**src/rtl/bsg_link_pkg.sv**
```systemverilog
`default_nettype none
// ============================================================================
//  Package     : bsg_link_pkg
//  Description : Constants and FSM state type shared by the upstream and
//                downstream halves of the credit-based serial link.
//  Revision    : 1.0 - initial release
// ============================================================================
package bsg_link_pkg;

    localparam int WORD_W      = 4;   // core word width
    localparam int FLIT_W      = 2;   // link flit width (io cycles per flit)
    localparam int CREDIT_INIT = 8;   // receiver buffer depth in flits
    localparam int TOKEN_FLITS = 4;   // flits returned per token toggle

    typedef enum logic [0:0] {
        IDLE  = 1'b0,
        SHIFT = 1'b1
    } state_t;

endpackage : bsg_link_pkg
`default_nettype wire

```
**src/rtl/bsg_up_word_fifo.sv**
```systemverilog
`default_nettype none
// ============================================================================
//  Module      : bsg_up_word_fifo
//  Description : Core-side word FIFO for the upstream channel. Pointers carry
//                an extra wrap bit so full and empty are distinguishable.
//  Revision    : 1.0 - initial release
// ============================================================================
module bsg_up_word_fifo #(
    parameter int WIDTH = 4,
    parameter int DEPTH = 4
) (
    input  logic             clk,
    input  logic             rst,
    input  logic             push_valid,
    input  logic [WIDTH-1:0] push_data,
    input  logic             pop,
    output logic [WIDTH-1:0] head,
    output logic             full,
    output logic             empty
);

    localparam int AW = $clog2(DEPTH);

    logic [WIDTH-1:0] mem [DEPTH];
    logic [AW:0]      wr_ptr;
    logic [AW:0]      rd_ptr;
    logic             do_push;
    logic             do_pop;

    assign full    = (wr_ptr[AW] != rd_ptr[AW]) && (wr_ptr[AW-1:0] == rd_ptr[AW-1:0]);
    assign empty   = (wr_ptr == rd_ptr);
    assign do_push = push_valid && !full;
    assign do_pop  = pop && !empty;
    assign head    = mem[rd_ptr[AW-1:0]];

    // Pointer update; a push and a pop in the same cycle both advance.
    always_ff @(posedge clk) begin
        if (rst) begin
            wr_ptr <= '0;
            rd_ptr <= '0;
        end else begin
            if (do_push) wr_ptr <= wr_ptr + 1'b1;
            if (do_pop)  rd_ptr <= rd_ptr + 1'b1;
        end
    end

    // Storage write; contents need no reset because the pointers gate reads.
    always_ff @(posedge clk) begin
        if (do_push) mem[wr_ptr[AW-1:0]] <= push_data;
    end

endmodule : bsg_up_word_fifo
`default_nettype wire

```
**src/rtl/bsg_upstream_ch.sv**
```systemverilog
`default_nettype none
// ============================================================================
//  Module      : bsg_upstream_ch
//  Description : Upstream half of a credit-based serial link. Buffers core
//                words, serializes them LSB first onto a 1-bit io lane and
//                tracks flit credits returned by a toggling token.
//  Revision    : 1.0 - initial release
// ============================================================================
module bsg_upstream_ch #(
    parameter int WORD_W      = bsg_link_pkg::WORD_W,
    parameter int FLIT_W      = bsg_link_pkg::FLIT_W,
    parameter int FIFO_DEPTH  = 4,
    parameter int CREDIT_INIT = bsg_link_pkg::CREDIT_INIT
) (
    input  logic              clk,
    input  logic              rst,
    input  logic              core_valid_in,
    input  logic [WORD_W-1:0] core_data_in,
    output logic              core_ready_out,
    input  logic              io_token_in,
    output logic              io_valid_out,
    output logic              io_data_out,
    output logic [3:0]        credits_out
);

    import bsg_link_pkg::*;

    localparam int              CNT_W    = $clog2(WORD_W);
    localparam logic [CNT_W-1:0] LAST_BIT = CNT_W'(WORD_W - 1);
    // Credit arithmetic is one bit wider than the counter so overflow is visible.
    localparam logic [4:0]      COST     = 5'(WORD_W / FLIT_W);
    localparam logic [4:0]      RETURN   = 5'(TOKEN_FLITS);
    localparam logic [4:0]      CAP      = 5'(CREDIT_INIT);

    logic [WORD_W-1:0] head;
    logic              fifo_full;
    logic              fifo_empty;
    logic              load;
    logic              can_load;
    logic              tok_event;
    logic [4:0]        credit_sum;
    logic [CNT_W-1:0]  next_cnt;

    state_t            state;
    logic [CNT_W-1:0]  bit_cnt;
    logic [WORD_W-1:0] shreg;
    logic [3:0]        credits;
    logic              tok_r;
    logic              io_valid_r;
    logic              io_data_r;

    bsg_up_word_fifo #(
        .WIDTH (WORD_W),
        .DEPTH (FIFO_DEPTH)
    ) u_fifo (
        .clk        (clk),
        .rst        (rst),
        .push_valid (core_valid_in),
        .push_data  (core_data_in),
        .pop        (load),
        .head       (head),
        .full       (fifo_full),
        .empty      (fifo_empty)
    );

    assign core_ready_out = !fifo_full;
    assign io_valid_out   = io_valid_r;
    assign io_data_out    = io_data_r;
    assign credits_out    = credits;

    // A word may start when one is queued and the receiver has room for both flits.
    assign can_load  = !fifo_empty && ({1'b0, credits} >= COST);
    // Loads happen from IDLE or back-to-back on the last bit of the current word.
    assign load      = can_load && ((state == IDLE) || (bit_cnt == LAST_BIT));
    assign tok_event = io_token_in ^ tok_r;
    assign next_cnt  = bit_cnt + 1'b1;
    // Net credit change; cannot underflow since a load requires credits >= COST.
    assign credit_sum = {1'b0, credits}
                      + (tok_event ? RETURN : 5'd0)
                      - (load      ? COST   : 5'd0);

    // Serializer FSM with registered io outputs.
    always_ff @(posedge clk) begin
        if (rst) begin
            state      <= IDLE;
            bit_cnt    <= '0;
            shreg      <= '0;
            io_valid_r <= 1'b0;
            io_data_r  <= 1'b0;
        end else begin
            case (state)
                IDLE: begin
                    if (load) begin
                        shreg      <= head;
                        bit_cnt    <= '0;
                        io_valid_r <= 1'b1;
                        io_data_r  <= head[0];
                        state      <= SHIFT;
                    end else begin
                        io_valid_r <= 1'b0;
                        io_data_r  <= 1'b0;
                    end
                end
                SHIFT: begin
                    if (bit_cnt == LAST_BIT) begin
                        if (load) begin
                            shreg      <= head;
                            bit_cnt    <= '0;
                            io_valid_r <= 1'b1;
                            io_data_r  <= head[0];
                        end else begin
                            bit_cnt    <= '0;
                            io_valid_r <= 1'b0;
                            io_data_r  <= 1'b0;
                            state      <= IDLE;
                        end
                    end else begin
                        bit_cnt   <= next_cnt;
                        io_data_r <= shreg[next_cnt];
                    end
                end
                default: begin
                    state      <= IDLE;
                    bit_cnt    <= '0;
                    io_valid_r <= 1'b0;
                    io_data_r  <= 1'b0;
                end
            endcase
        end
    end

    // Credit counter and token edge detector.
    always_ff @(posedge clk) begin
        if (rst) begin
            credits <= CAP[3:0];
            tok_r   <= 1'b0;
        end else begin
            tok_r   <= io_token_in;
            credits <= (credit_sum > CAP) ? CAP[3:0] : credit_sum[3:0];
        end
    end

    // Returning more credits than the receiver buffer holds is a protocol error.
    a_credit_overflow : assert property (@(posedge clk) disable iff (rst) credit_sum <= CAP);

endmodule : bsg_upstream_ch
`default_nettype wire

```
**config.mk**
```make
export PLATFORM = sky130hd
export DESIGN_NAME = bsg_upstream_ch
export DESIGN_NICKNAME = d
export VERILOG_FILES = /design/src/rtl/bsg_link_pkg.sv /design/src/rtl/bsg_up_word_fifo.sv /design/src/rtl/bsg_upstream_ch.sv
export SDC_FILE = /design/constraint.sdc
export NUM_CORES = 1
export LEC_CHECK = 0
export BUFFER_PORTS_ARGS = -buffer_cell sky130_fd_sc_hd__buf_2
export CAP_MARGIN = 20
export CORE_UTILIZATION = 65
export CTS_BUF_LIST = sky130_fd_sc_hd__clkbuf_2 sky130_fd_sc_hd__clkbuf_4 sky130_fd_sc_hd__clkbuf_8
export CTS_CLUSTER_DIAMETER = 150
export DETAILED_ROUTE_END_ITERATION = 10
export PLACE_DENSITY = 0.86
export SLEW_MARGIN = 10
export SYNTH_ARGS = -nofsm -noshare
export SYNTH_HDL_FRONTEND = slang
export SYNTH_SLANG_ARGS = --single-unit
```
**constraint.sdc**
```tcl
create_clock -name clk -period 3.5 [get_ports clk]
set_input_delay 0.175 -clock clk [delete_from_list [all_inputs] [get_ports clk]]
set_output_delay 0.175 -clock clk [all_outputs]
set_load 0.005 [all_outputs]
```
# Yosys cells after proc, flatten, opt, wreduce, memory -nomap -nowiden
# Memory sizes are Yosys's and may differ from the RTL's. A register that Yosys moved wholly into a read port is not among the register bits.
# Index checks and enable logic that the tools add are counted.
[classes]
n_addsub = 5
magnitude_cmp = 3
eq_ne = 6
n_mux = 22
bitwise_logic = 2
reduce_logical = 9
[ops]
columns = ["cell", "count"]
rows = [
  ["$mux 2", 5],
  ["$mux 1", 8],
  ["$mux 4", 2],
  ["$pmux 4 s2", 1],
  ["$add 3x1->3 const B", 2],
  ["$pmux 1 s2", 3],
  ["$add 4x3->5", 1],
  ["$gt 5x4->1 const B", 1],
  ["$logic_and 1x1->1", 5],
  ["$sub 5x2->5", 1],
  ["$ge 4x2->1 const B", 1],
  ["$pmux 2 s2", 1],
  ["$eq 3x3->1", 1],
  ["$lt 2x3->1 const B", 1],
  ["$mux 3", 1],
  ["$add 2x1->2 const B", 1],
  ["$bmux 1 s2", 1],
  ["$eq 2x2->1", 1],
  ["$eq 2x2->1 const B", 1],
  ["$logic_not 1->1", 2],
  ["$ne 2x1->1 const B", 1],
  ["$ne 2x2->1 const B", 1],
  ["$reduce_or 2->1", 1],
  ["$logic_or 1x1->1", 1],
  ["3 further kinds", 3],
]
[totals]
reg_bits = 20
mem_bits_rw = 16
inputBits = 8
word_cells = 57
mem_count = 1
[memory_table]
columns = ["name", "words", "word_bits", "rd", "rd_ports_with_merged_regs", "wr", "line", "source"]
rows = [
  ["u_fifo.mem", 4, 4, 1, 1, 1, "bsg_up_word_fifo.sv:24", "logic [WIDTH-1:0] mem [DEPTH];"],
]

# Depth between registers and ports, before layout
# Gate-level depths: netlist of the first run.
[logic_depth]
word_depth = 8
mapped_depth = 11
depth_no_buf = 10

# Hierarchy
# A second synthesis of the first run with hierarchy kept.
[unflattened]
hier_cells = 164
area_unflattened_um2 = 1878.1
[by_module_without_submodules]
columns = ["module", "n_inst", "cells_per_inst", "area_per_inst_um2"]
rows = [
  ["bsg_up_word_fifo", 1, 91, 1178.6],
  ["bsg_upstream_ch", 1, 73, 699.4],
]

# Worst setup path after synthesis of the first run
# Ideal clock, no wire load.
[synth_timing]
kind = "reg2reg"
from = "register u_fifo.wr_ptr[0]"
to = "register credits[3], in the netlist credits_out[3]"
setup_ns = 0.127
t_arrival_ns = 2.256
required_time_ns = 3.373
path_slack_ns = 1.117
path_stages_with_launch = 10
n_path_buf = 0
path_cell_list = "dfxtp_1 xor2_1 o31ai_4 nor2_1 inv_1 ha_1 inv_1 fa_1 xnor2_1 or3_1"
[synth_between]
elab_chain_len = 8
[synth_lines]
columns = ["item", "line", "source"]
rows = [
  ["start: declaration", "bsg_up_word_fifo.sv:25", "logic [AW:0] wr_ptr;"],
  ["start signal: assignment", "bsg_up_word_fifo.sv:42", "if (do_push) wr_ptr <= wr_ptr + 1'b1;"],
  ["$eq 3x3->1", "bsg_up_word_fifo.sv:31", "assign empty = (wr_ptr == rd_ptr);"],
  ["$logic_not 1->1", "bsg_upstream_ch.sv:72", "assign can_load = !fifo_empty && ({1'b0, credits} >= COST);"],
  ["$logic_and 1x1->1", "bsg_upstream_ch.sv:72", ""],
  ["$logic_and 1x1->1", "bsg_upstream_ch.sv:74", "assign load = can_load && ((state == IDLE) || (bit_cnt == LAST_BIT));"],
  ["$mux 2", "bsg_upstream_ch.sv:80", "- (load ? COST : 5'd0);"],
  ["$sub 5x2->5", "bsg_upstream_ch.sv:80", ""],
  ["net credit_sum[1]", "bsg_upstream_ch.sv:41", "logic [4:0] credit_sum;"],
  ["$gt 5x4->1", "bsg_upstream_ch.sv:139", "credits <= (credit_sum > CAP) ? CAP[3:0] : credit_sum[3:0];"],
  ["$reduce_or 2->1 (no line)", "n/a", ""],
  ["end signal: assignment", "bsg_upstream_ch.sv:135", "credits <= CAP[3:0];"],
  ["end signal: assignment", "bsg_upstream_ch.sv:139", ""],
  ["end: declaration", "bsg_upstream_ch.sv:47", "logic [3:0] credits;"],
]
# The timed path passes the listed nets, and every way through them passes these cells.
# A chain may end at the register's enable or synchronous reset.

# Worst setup path after layout of the first run
[layout_timing]
from = "register u_fifo.wr_ptr[0]"
to = "register credits[3], in the netlist credits_out[3]"
[layout_between]
elab_chain_len = 8
[layout_lines]
columns = ["item", "line"]
rows = [
  ["$eq 3x3->1 (*)", "bsg_up_word_fifo.sv:31"],
  ["$logic_not 1->1 (*)", "bsg_upstream_ch.sv:72"],
  ["$logic_and 1x1->1 (*)", "bsg_upstream_ch.sv:72"],
  ["$logic_and 1x1->1 (*)", "bsg_upstream_ch.sv:74"],
  ["$mux 2 (*)", "bsg_upstream_ch.sv:80"],
  ["$sub 5x2->5 (*)", "bsg_upstream_ch.sv:80"],
  ["$gt 5x4->1", "bsg_upstream_ch.sv:139"],
  ["$reduce_or 2->1 (no line)", "n/a"],
]
# Mark *: on every way between the ends. The rest lies on a longest branch, timed or not.

==> metrics, run 1 <==
Setup violations, final 0; internal power around 0.85 mW; FF/Latch Area about 900 sq um; fin crit share 76.1%; syn_area_per_cell 12.0 sq um; hpwl dp 2.05 mm; gate count of the mapped netlist between 100 and 150; Final Util between 70 and 80%; vias in the first global route 1057; Final Hold Fails 0; crit-path most repeated cell ha_1; Commonest cells post-synth dfxtp_1 (21), edfxtp_1 (16), inv_1 (12), a21oi_1 (11), ha_1 (10); DR vias/cell 5.69; Pwr Density between 700 and 800 nW/um^2; largest net degree at the start of global routing 23; grt ovf 0; Post-Route WL around 2.7 mm; Inst Count DP between 150 and 200; GPL Wtd Cong roughly 0.83; sequential share of power between 40% and 50%; Comb pwr share between 30 and 40%; Max Cap Viol 0; cells on worst reg2reg path 10; H-Tree Depth 2; Crit Path Category flip-flop to flip-flop; core region area between 2000 and 2500 sq um; Pleak a little over 0.7 nW; fraction of layout cells with a size suffix above 1 about 19%; Clk Latency, worst-skew pair 0.33 ns; Final Skew 0.00735 ns; synthesized net count ~160; number of fill cells in the layout 153; CP max-delay cell dfxtp_1; post_cts resized 0; post-place setup slack around 0.86 ns; TritonCTS clock tree done; Setup crit end kind flip-flop; hold_buf cts 0; area grow syn2layout 8.04%; routed len/inst about 15 um; non-filler instance count after layout about 180; Max Clock Freq 375 MHz; die width 52.6 um; Worst Tran Pin Value about 0.54 ns; Slew Limit Fails 0; top post-synthesis cells by area edfxtp_1 (29%), dfxtp_1 (25%), ha_1 (7.5%), mux4_2 (6.8%), a21oi_1 (3.3%); worst setup margin 0.836 ns; global-route wire length before repair between 4 and 5 mm; critical path, cell by cell xor2_1, o31ai_4, nor2_1, inv_1, ha_1, ha_1, a21o_1, a21oi_1, xnor2_1, or3_1; post-CTS setup buffers 0; outcome finished clean; n_diodes 0; IO Pins 15; Final min period 2.66 ns; sw frac 34.8%; Tightest Hold Check Type input pin to flip-flop; NetSw ~0.45 mW; post-route DRC violation count 0; area leader, netlist edfxtp_1; clock buffer depth 2; DRT Pass-1 Iters 4; FF-to-FF Start u_fifo.wr_ptr[0]; GRT Util Overall 25.5%; Min-Delay Endpoint u_fifo.mem[3][1]; row cnt 17; initial antenna violation count 0; Num CTS Buffers 5; count leader, synth dfxtp_1; DIE HEIGHT between 50 and 60 um; Synthesis Warnings 0; fin nets around 170; Multi-input gate area between 600 and 700 sq um; Clock Pin Slew Worst Setup and Hold Paths 0.10 ns; sequential share of the synthesized area 54.1%; clock sinks 37; Initial Utilization 71.8%; die area between 2000 and 3000 sq um; Synth async-reset ratio 0%; Synth top area share 28.9%; CP startpoint kind flip-flop; IO buf count 13; Vias around 1.0k; CP required around 3.7 ns; hold depth 1; worst hold start core_data_in[1]; root buffer cell clkbuf_4; Iter 0 DRT Violations 16; number of synthesized flops with an enable pin 16; relative slew slack between 60% and 70%; worst r2r dst credits_out[3]; antenna viol nets, final 0; Arrival @ worst endpoint 2.89 ns; Worst IR Drop VDD around 0.00053 V; CP peak stage delay 0.49 ns; Post-synth top flop dfxtp_1; Cell Area, Synth about 1700 sq um; setup TNS 0 ns; clock share of power 17.0%; R2R setup slack ~0.84 ns; Distinct cells, synth 32; crit path max fanout 10; FF+latch count, synth 37; RSZ-0062 raised after global routing no; hold slack roughly 0.048 ns
power groups by stage:
stage	combinational (mW)	clock, mW	sequential [mW]
finish	0.478	0.220	0.598
global route	0.541	0.245	0.613
CTS	0.477	0.224	0.599
detailed placement	0.474	0	0.610
global placement	0.450	0	0.605
floorplan	0.382	0	0.594
registers in the layout, summed over array words and instances, names as in the netlist, named ones only:
name / count
shreg: 4
bit_cnt: 2
tok_r: 1
u_fifo.mem: 16
io_data_out: 1
u_fifo.rd_ptr: 3
credits_out: 3
u_fifo.wr_ptr: 3
io_valid_out: 1
state: 1
worst max-delay path by stage:
stage | from | end | depth (start not counted)
2_1_floorplan | u_fifo.wr_ptr[0] | credits_out[3] | 9
3_3_place_gp | u_fifo.wr_ptr[0] | credits_out[3] | 9
3_5_place_dp | u_fifo.wr_ptr[0] | credits_out[3] | 10
4_1_cts | u_fifo.wr_ptr[0] | credits_out[3] | 10
5_1_grt | bit_cnt[0] | credits_out[3] | 10
6_report | u_fifo.wr_ptr[0] | credits_out[3] | 10
placed cells by master (no fill, tap or decap), types with 7 or more instances in the layout:
master	netlist	final
buf_2	0	13
nand3_1	7	7
nor2_1	8	8
clkbuf_4	0	7
a21oi_1	11	11
dfxtp_1	21	21
edfxtp_1	16	16
inv_1	12	12
ha_1	10	10
area by class of cell:
cell class	count	area share (%)
tap	28	1.95
clock buffer	7	2.92
clock inverter	1	0.209
multi-input combinational	85	38.7
timing repair buffer	13	3.62
sequential	37	50.1
inverter	12	2.50
metal layers:
layer | GRT usage [%] | vias up | wire (um)
li1 | - | 521 | -
met1 | 29.6 | 495 | 1210
met2 | 43.9 | 21 | 1420
met3 | 7.83 | 4 | 94
met4 | 9.21 | 0 | 25
met5 | 0 | - | 0
metrics by stage:
step / power [mW] / instance area, sq um
floorplan: 0.976 / 1670
detailed placement: 1.08 / 1740
global route: 1.40 / 1800
global placement: 1.06 / 1740
CTS: 1.30 / 1800
finish: 1.30 / 1800
critical path: cells and delay by family, from the launching register on:
kind,cells,cell delay (ns)
buffers and inverters,1,0.09
adders and majority gates,2,0.50
xor gates and xnor gates,2,0.44
and+or+nand+nor,2,0.57
AOI/OAI and AO/OA,3,0.48
DFF,1,0.49
cell families after synthesis:
kind of cell | synth area share [%]
AOI/OAI and AO/OA | 10.2
xor gates and xnor gates | 5.18
adders and majority gates | 8.72
buffers and inverters | 4.06
DFF | 54.1
muxes | 7.36
other | 0.225
and+or+nand+nor | 10.1
(Power assumes the default switching activity.)
==> run 2: changes to the inputs <==
--- a/config.mk
+++ b/config.mk
@@ -7,11 +7,11 @@
 export LEC_CHECK = 0
 export BUFFER_PORTS_ARGS = -buffer_cell sky130_fd_sc_hd__buf_2
 export CAP_MARGIN = 20
-export CORE_UTILIZATION = 65
+export CORE_UTILIZATION = 60
 export CTS_BUF_LIST = sky130_fd_sc_hd__clkbuf_2 sky130_fd_sc_hd__clkbuf_4 sky130_fd_sc_hd__clkbuf_8
 export CTS_CLUSTER_DIAMETER = 150
 export DETAILED_ROUTE_END_ITERATION = 10
-export PLACE_DENSITY = 0.86
+export PLACE_DENSITY = 0.8
 export SLEW_MARGIN = 10
 export SYNTH_ARGS = -nofsm -noshare
 export SYNTH_HDL_FRONTEND = slang
==> constraint.sdc (replaced) <==
create_clock -name clk -period 2.5 [get_ports clk]
set_input_delay 0.125 -clock clk [delete_from_list [all_inputs] [get_ports clk]]
set_output_delay 0.125 -clock clk [all_outputs]
set_load 0.005 [all_outputs]
==> run 2 against run 1 <==
Utilization decreased by 1.7 points. Highest routed layer unchanged. Largest power group unchanged. Die area increased by 8.0%. Cell count up 7.7%.
==> metrics, run 2 (synthesis gave the netlist of run 1 again) <==
Iter 0 DRT Violations 28; Slew Limit Fails 0; Pwr Total 1.92 mW; fraction of layout cells with a size suffix above 1 approximately 26%; sw frac a little over a third; fin nets 185; clock buffer depth 2; Vias ~1.1k; setup TNS 0 ns; Final Hold Fails 0; routed len/inst roughly 14 um; Pwr Density roughly 1000 nW/um^2; Pleak 0.774 nW; Worst IR Drop VDD roughly 0.00085 V; Final Util around 76%; Setup violations, final 0; TritonCTS clock tree done; Clk Latency, worst-skew pair around 0.34 ns; IO Pins 15; DIE HEIGHT ~55 um; Initial Utilization 65.4%; row cnt 18; max reg flops 16; die width between 50 and 60 um; vias in the first global route 1011; clock share of power between 15 and 20%; antenna viol nets, final 0; clock sinks 37; global-route wire length before repair roughly 4.4 mm; Final Skew approximately 0.005 ns; DR vias/cell 5.49; GPL Wtd Cong about 0.75; crit path max fanout 3; die area about 3000 sq um; outcome finished clean; internal power between 1 and 1.5 mW; core region area 2540 sq um; commonest non-fill, non-tap cell in the layout dfxtp_1; Arrival @ worst endpoint between 2 and 3 ns; n_diodes 0; Final min period between 2 and 2.5 ns; Setup crit end kind flip-flop; GRT Util Overall 22.2%; grt ovf 0; Clock Pin Slew Worst Setup and Hold Paths 0.11 ns; largest net degree at the start of global routing 23; Crit Path Category flip-flop to flip-flop; Tightest Hold Check Type input pin to flip-flop; Max Cap Viol 0; initial antenna violation count 0; root buffer cell clkbuf_4; NetSw between 0.6 and 0.7 mW; number of fill cells in the layout 175; area grow syn2layout 16.0%; post-route DRC violation count 0; CP startpoint kind flip-flop; Post-Route WL 2.84 mm; Max Clock Freq roughly 420 MHz; hpwl dp just over 2 mm; fin crit share about 95%; DRT Pass-1 Iters 4; Comb pwr share between 40 and 50%; commonest cells after routing, fill and taps aside dfxtp_1 (18), edfxtp_1 (16), buf_2 (13); H-Tree Depth 2; sequential share of power a little over two fifths; CP required roughly 2.7 ns; Num CTS Buffers 5; IO buf count 13
[run 2: cell count changes in the layout (fill, tap and decap cells not counted)]
cell and delta:
clkbuf_4 -1, xor2_4 +1, dfxtp_1 -3, dlygate4sd3_1 +4, xor2_1 -2, dfxtp_2 +3
buf_4 +8, xor2_2 +1, clkinvlp_4 +1
[run 2: power by group through the flow]
stage                     clock, mW  combinational, mW  sequential, mW
after floorplan                   0              0.535           0.832
after global placement            0              0.719           0.833
after detailed placement          0              0.753           0.841
after CTS                     0.315              0.759           0.828
after global routing          0.336              0.862           0.850
final                         0.308              0.774           0.833
[run 2: repair_timing]
item | CTS | global route
hold buffers | 4 | 0
hold endpoints to repair | 16 | 0
buffers inserted | 0 | 1
endpoints found under the setup margin | 0 | 2
gates resized for setup | 0 | 6
[run 2: path summary, 6_finish.rpt]
path,to,slack (ns),startpoint,depth (start not counted)
worst max-delay path,credits_out[3],0.12,credits_out[2],10
worst min-delay path,tok_r,0.01,io_token_in,2
worst max register to register,credits_out[3],0.12,credits_out[2],10
worst min register to register,io_valid_out,0.46,io_valid_out,2
[run 2: layer usage]
layer  GRT usage, %  part of all wire (%)  vias up
met4           13.7                   1.1        0
met1           28.6                    45      515
li1               -                     -      541
met3           5.83                   4.4        4
met5              0                     0        -
met2           33.1                    49       22
[run 2: final cells by class]
type / count / area, sq um / share of cell area, %
Clock buffer: 6 / 45.0 / 2.33
Clock inverter: 2 / 11.3 / 0.583
Inverter: 12 / 45.0 / 2.33
Multi-Input combinational cell: 85 / 723 / 37.4
Sequential cell: 37 / 905 / 46.8
Tap cell: 30 / 37.5 / 1.94
Timing Repair Buffer: 25 / 165 / 8.55
[run 2: stage by stage]
step           instances  worst slack (ns)  area [sq um]  hold WS (ns)
2_1_floorplan        139             0.117          1670         0.224
3_3_place_gp         184             0.214          1800         0.337
3_5_place_dp         184            0.0887          1800         0.349
4_1_cts              196            0.0865          1890        0.0109
5_1_grt              197          -0.00906          1930        0.0178
6_report             197             0.118          1930        0.0137
[run 2: worst max-delay path, cell delays in order, from the launching register on]
cell and delay [ns]:
dfxtp_1 0.34, or3_1 0.44, o31ai_4 0.09, nor2_1 0.08
inv_1 0.08, ha_1 0.17, ha_1 0.23, a21o_1 0.17
a21oi_1 0.18, xnor2_1 0.12, or3_1 0.36
==> run 3: changes to the inputs <==
--- a/config.mk
+++ b/config.mk
@@ -7,11 +7,13 @@
 export LEC_CHECK = 0
 export BUFFER_PORTS_ARGS = -buffer_cell sky130_fd_sc_hd__buf_2
 export CAP_MARGIN = 20
-export CORE_UTILIZATION = 60
+export CELL_PAD_IN_SITES_DETAIL_PLACEMENT = 1
+export CELL_PAD_IN_SITES_GLOBAL_PLACEMENT = 1
+export CORE_UTILIZATION = 49
 export CTS_BUF_LIST = sky130_fd_sc_hd__clkbuf_2 sky130_fd_sc_hd__clkbuf_4 sky130_fd_sc_hd__clkbuf_8
 export CTS_CLUSTER_DIAMETER = 150
 export DETAILED_ROUTE_END_ITERATION = 10
-export PLACE_DENSITY = 0.8
+export PLACE_DENSITY_LB_ADDON = 0.1
 export SLEW_MARGIN = 10
 export SYNTH_ARGS = -nofsm -noshare
 export SYNTH_HDL_FRONTEND = slang
==> run 3 against run 2 <==
Combinational power is 3.1% higher. Utilization is 12 points lower. Sequential share of layout area is 1.3 points lower. Register-to-register slack worse by 0.07 ns. Flip-flop and latch count stayed put. Non-clock buffer count is 1 higher. Setup slack worse by 0.070 ns. Clock skew is 0.0016 ns higher.
==> metrics, run 3 (synthesis gave the netlist of run 1 again) <==
n_diodes 0; Slew Limit Fails 0; routed len/inst 15.7 um; Inst Count DP 197; area post-placement 1810 sq um; non-filler instance count after layout 212; hold slack 0.171 ns; Arrival @ worst endpoint about 2.7 ns; commonest non-fill, non-tap cell in the layout dfxtp_1; clock sinks 37; GRT Util Overall about a fifth; outcome finished clean; Final min period between 2 and 2.5 ns; crit-path most repeated cell ha_1; Crit Path Category flip-flop to flip-flop; TritonCTS clock tree done; Clk Latency, worst-skew pair around 0.34 ns; hold depth 2; setup TNS 0 ns; Iter 0 DRT Violations 29; Max Clock Freq ~410 MHz; max reg flops 16; CP startpoint kind flip-flop; IO Pins 15; initial antenna violation count 0; die width 60.3 um; largest net degree at the start of global routing 23; Pleak 0.790 nW; global-route wire length before repair ~5.4 mm; grt ovf 0; R2R setup slack around 0.048 ns; DR vias/cell between 5 and 6; Final Skew 0.00656 ns; highest routed layer met4; Clock Pin Slew Worst Setup and Hold Paths between 0.1 and 0.15 ns; hpwl dp around 2.4 mm; worst r2r dst credits_out[3]; Vias 1120; commonest cells after routing, fill and taps aside dfxtp_1 (17), edfxtp_1 (16), buf_2 (13); CP required 2.74 ns; row cnt 20; area grow syn2layout 19.4%; Initial Utilization between 50% and 60%; root buffer cell clkbuf_4; IO buf count 13; fraction of layout cells with a size suffix above 1 a little over a quarter; core region area 3130 sq um; met2 WL between 1.5 and 2 mm; H-Tree Depth 2; Worst IR Drop VDD roughly 0.00047 V; GPL Wtd Cong between 0.8 and 0.9; CP endpoint credits_out[3]; worst setup margin approximately 0.048 ns; M1 WL approximately 1.4 mm; Final Cell Area between 1500 and 2000 sq um; vias in the first global route 1177; post-place setup slack approximately 0.087 ns; Critical path origin u_fifo.rd_ptr[1]; Final Hold Fails 0; cells on worst reg2reg path 10; critical path, cell by cell xor2_2, o31ai_4, nor2_1, inv_1, ha_1, ha_1, a21o_1, a21oi_1, xnor2_1, or3_1; Post-Route WL roughly 3.3 mm; Num CTS Buffers 5; DRT Pass-1 Iters 4; Final Util about 64%; CP peak stage delay 0.42 ns; Pwr Density 1030 nW/um^2; Max Cap Viol 0; fin nets ~190; Pwr Total ~2 mW; met3 wire len just over 90 um; Setup violations, final 0; fin crit share a little under 100%; Tightest Hold Check Type input pin to flip-flop; CP max-delay cell dfxtp_1; Setup crit end kind flip-flop; antenna viol nets, final 0; clock buffer depth 2; FF-to-FF Start u_fifo.rd_ptr[1]; DIE HEIGHT 60.3 um; post-route DRC violation count 0; crit path max fanout 3; die area ~3600 sq um
run 3: repair_timing:
| item | in CTS | in global routing |
|---|---|---|
| gates resized for setup | 0 | 8 |
| endpoints found under the setup margin | 0 | 3 |
| hold buffers | 4 | 1 |
| hold endpoints to repair | 16 | 1 |
| setup buffers | 0 | 2 |
run 3: power breakdown:
part / switching [mW] / total, mW / internal [mW]
Combinational: 0.418 / 0.798 / 0.380
Sequential: 0.0959 / 0.843 / 0.747
Clock: 0.198 / 0.405 / 0.207
run 3: worst min-delay path by stage:
stage,endpoint,slack (ns),startpoint
6_report,bit_cnt[0],0.17,rst
5_1_grt,bit_cnt[0],0.17,rst
4_1_cts,tok_r,0.004,io_token_in
3_5_place_dp,u_fifo.mem[2][3],0.34,core_data_in[3]
3_3_place_gp,u_fifo.mem[1][3],0.33,core_data_in[3]
2_1_floorplan,u_fifo.mem[0][0],0.22,core_data_in[0]
run 3: area by class of cell:
| type | count | area, sq um |
|---|---|---|
| Clock buffer | 5 | 37.5 |
| Clock inverter | 3 | 41.3 |
| Fill cell | 330 | 1140 |
| Inverter | 12 | 45.0 |
| Multi-Input combinational cell | 85 | 728 |
| Sequential cell | 37 | 906 |
| Tap cell | 44 | 55.1 |
| Timing Repair Buffer | 26 | 175 |
run 3: per-layer routing:
metal | vias up | global-route usage (%)
met5 | - | 0
met4 | 0 | 9.97
met3 | 9 | 5.41
met1 | 552 | 23.8
li1 | 539 | -
met2 | 20 | 37.5
run 3: critical path, delay by kind of cell, from the launching register on:
family                   cells  cell delay (ns)
AO/OA/AOI/OAI                3             0.48
XOR/XNOR                     2             0.38
adder cells (fa/ha/maj)      2             0.49
buffers and inverters        1             0.09
flip-flops                   1             0.42
AND/OR/NAND/NOR              2             0.48
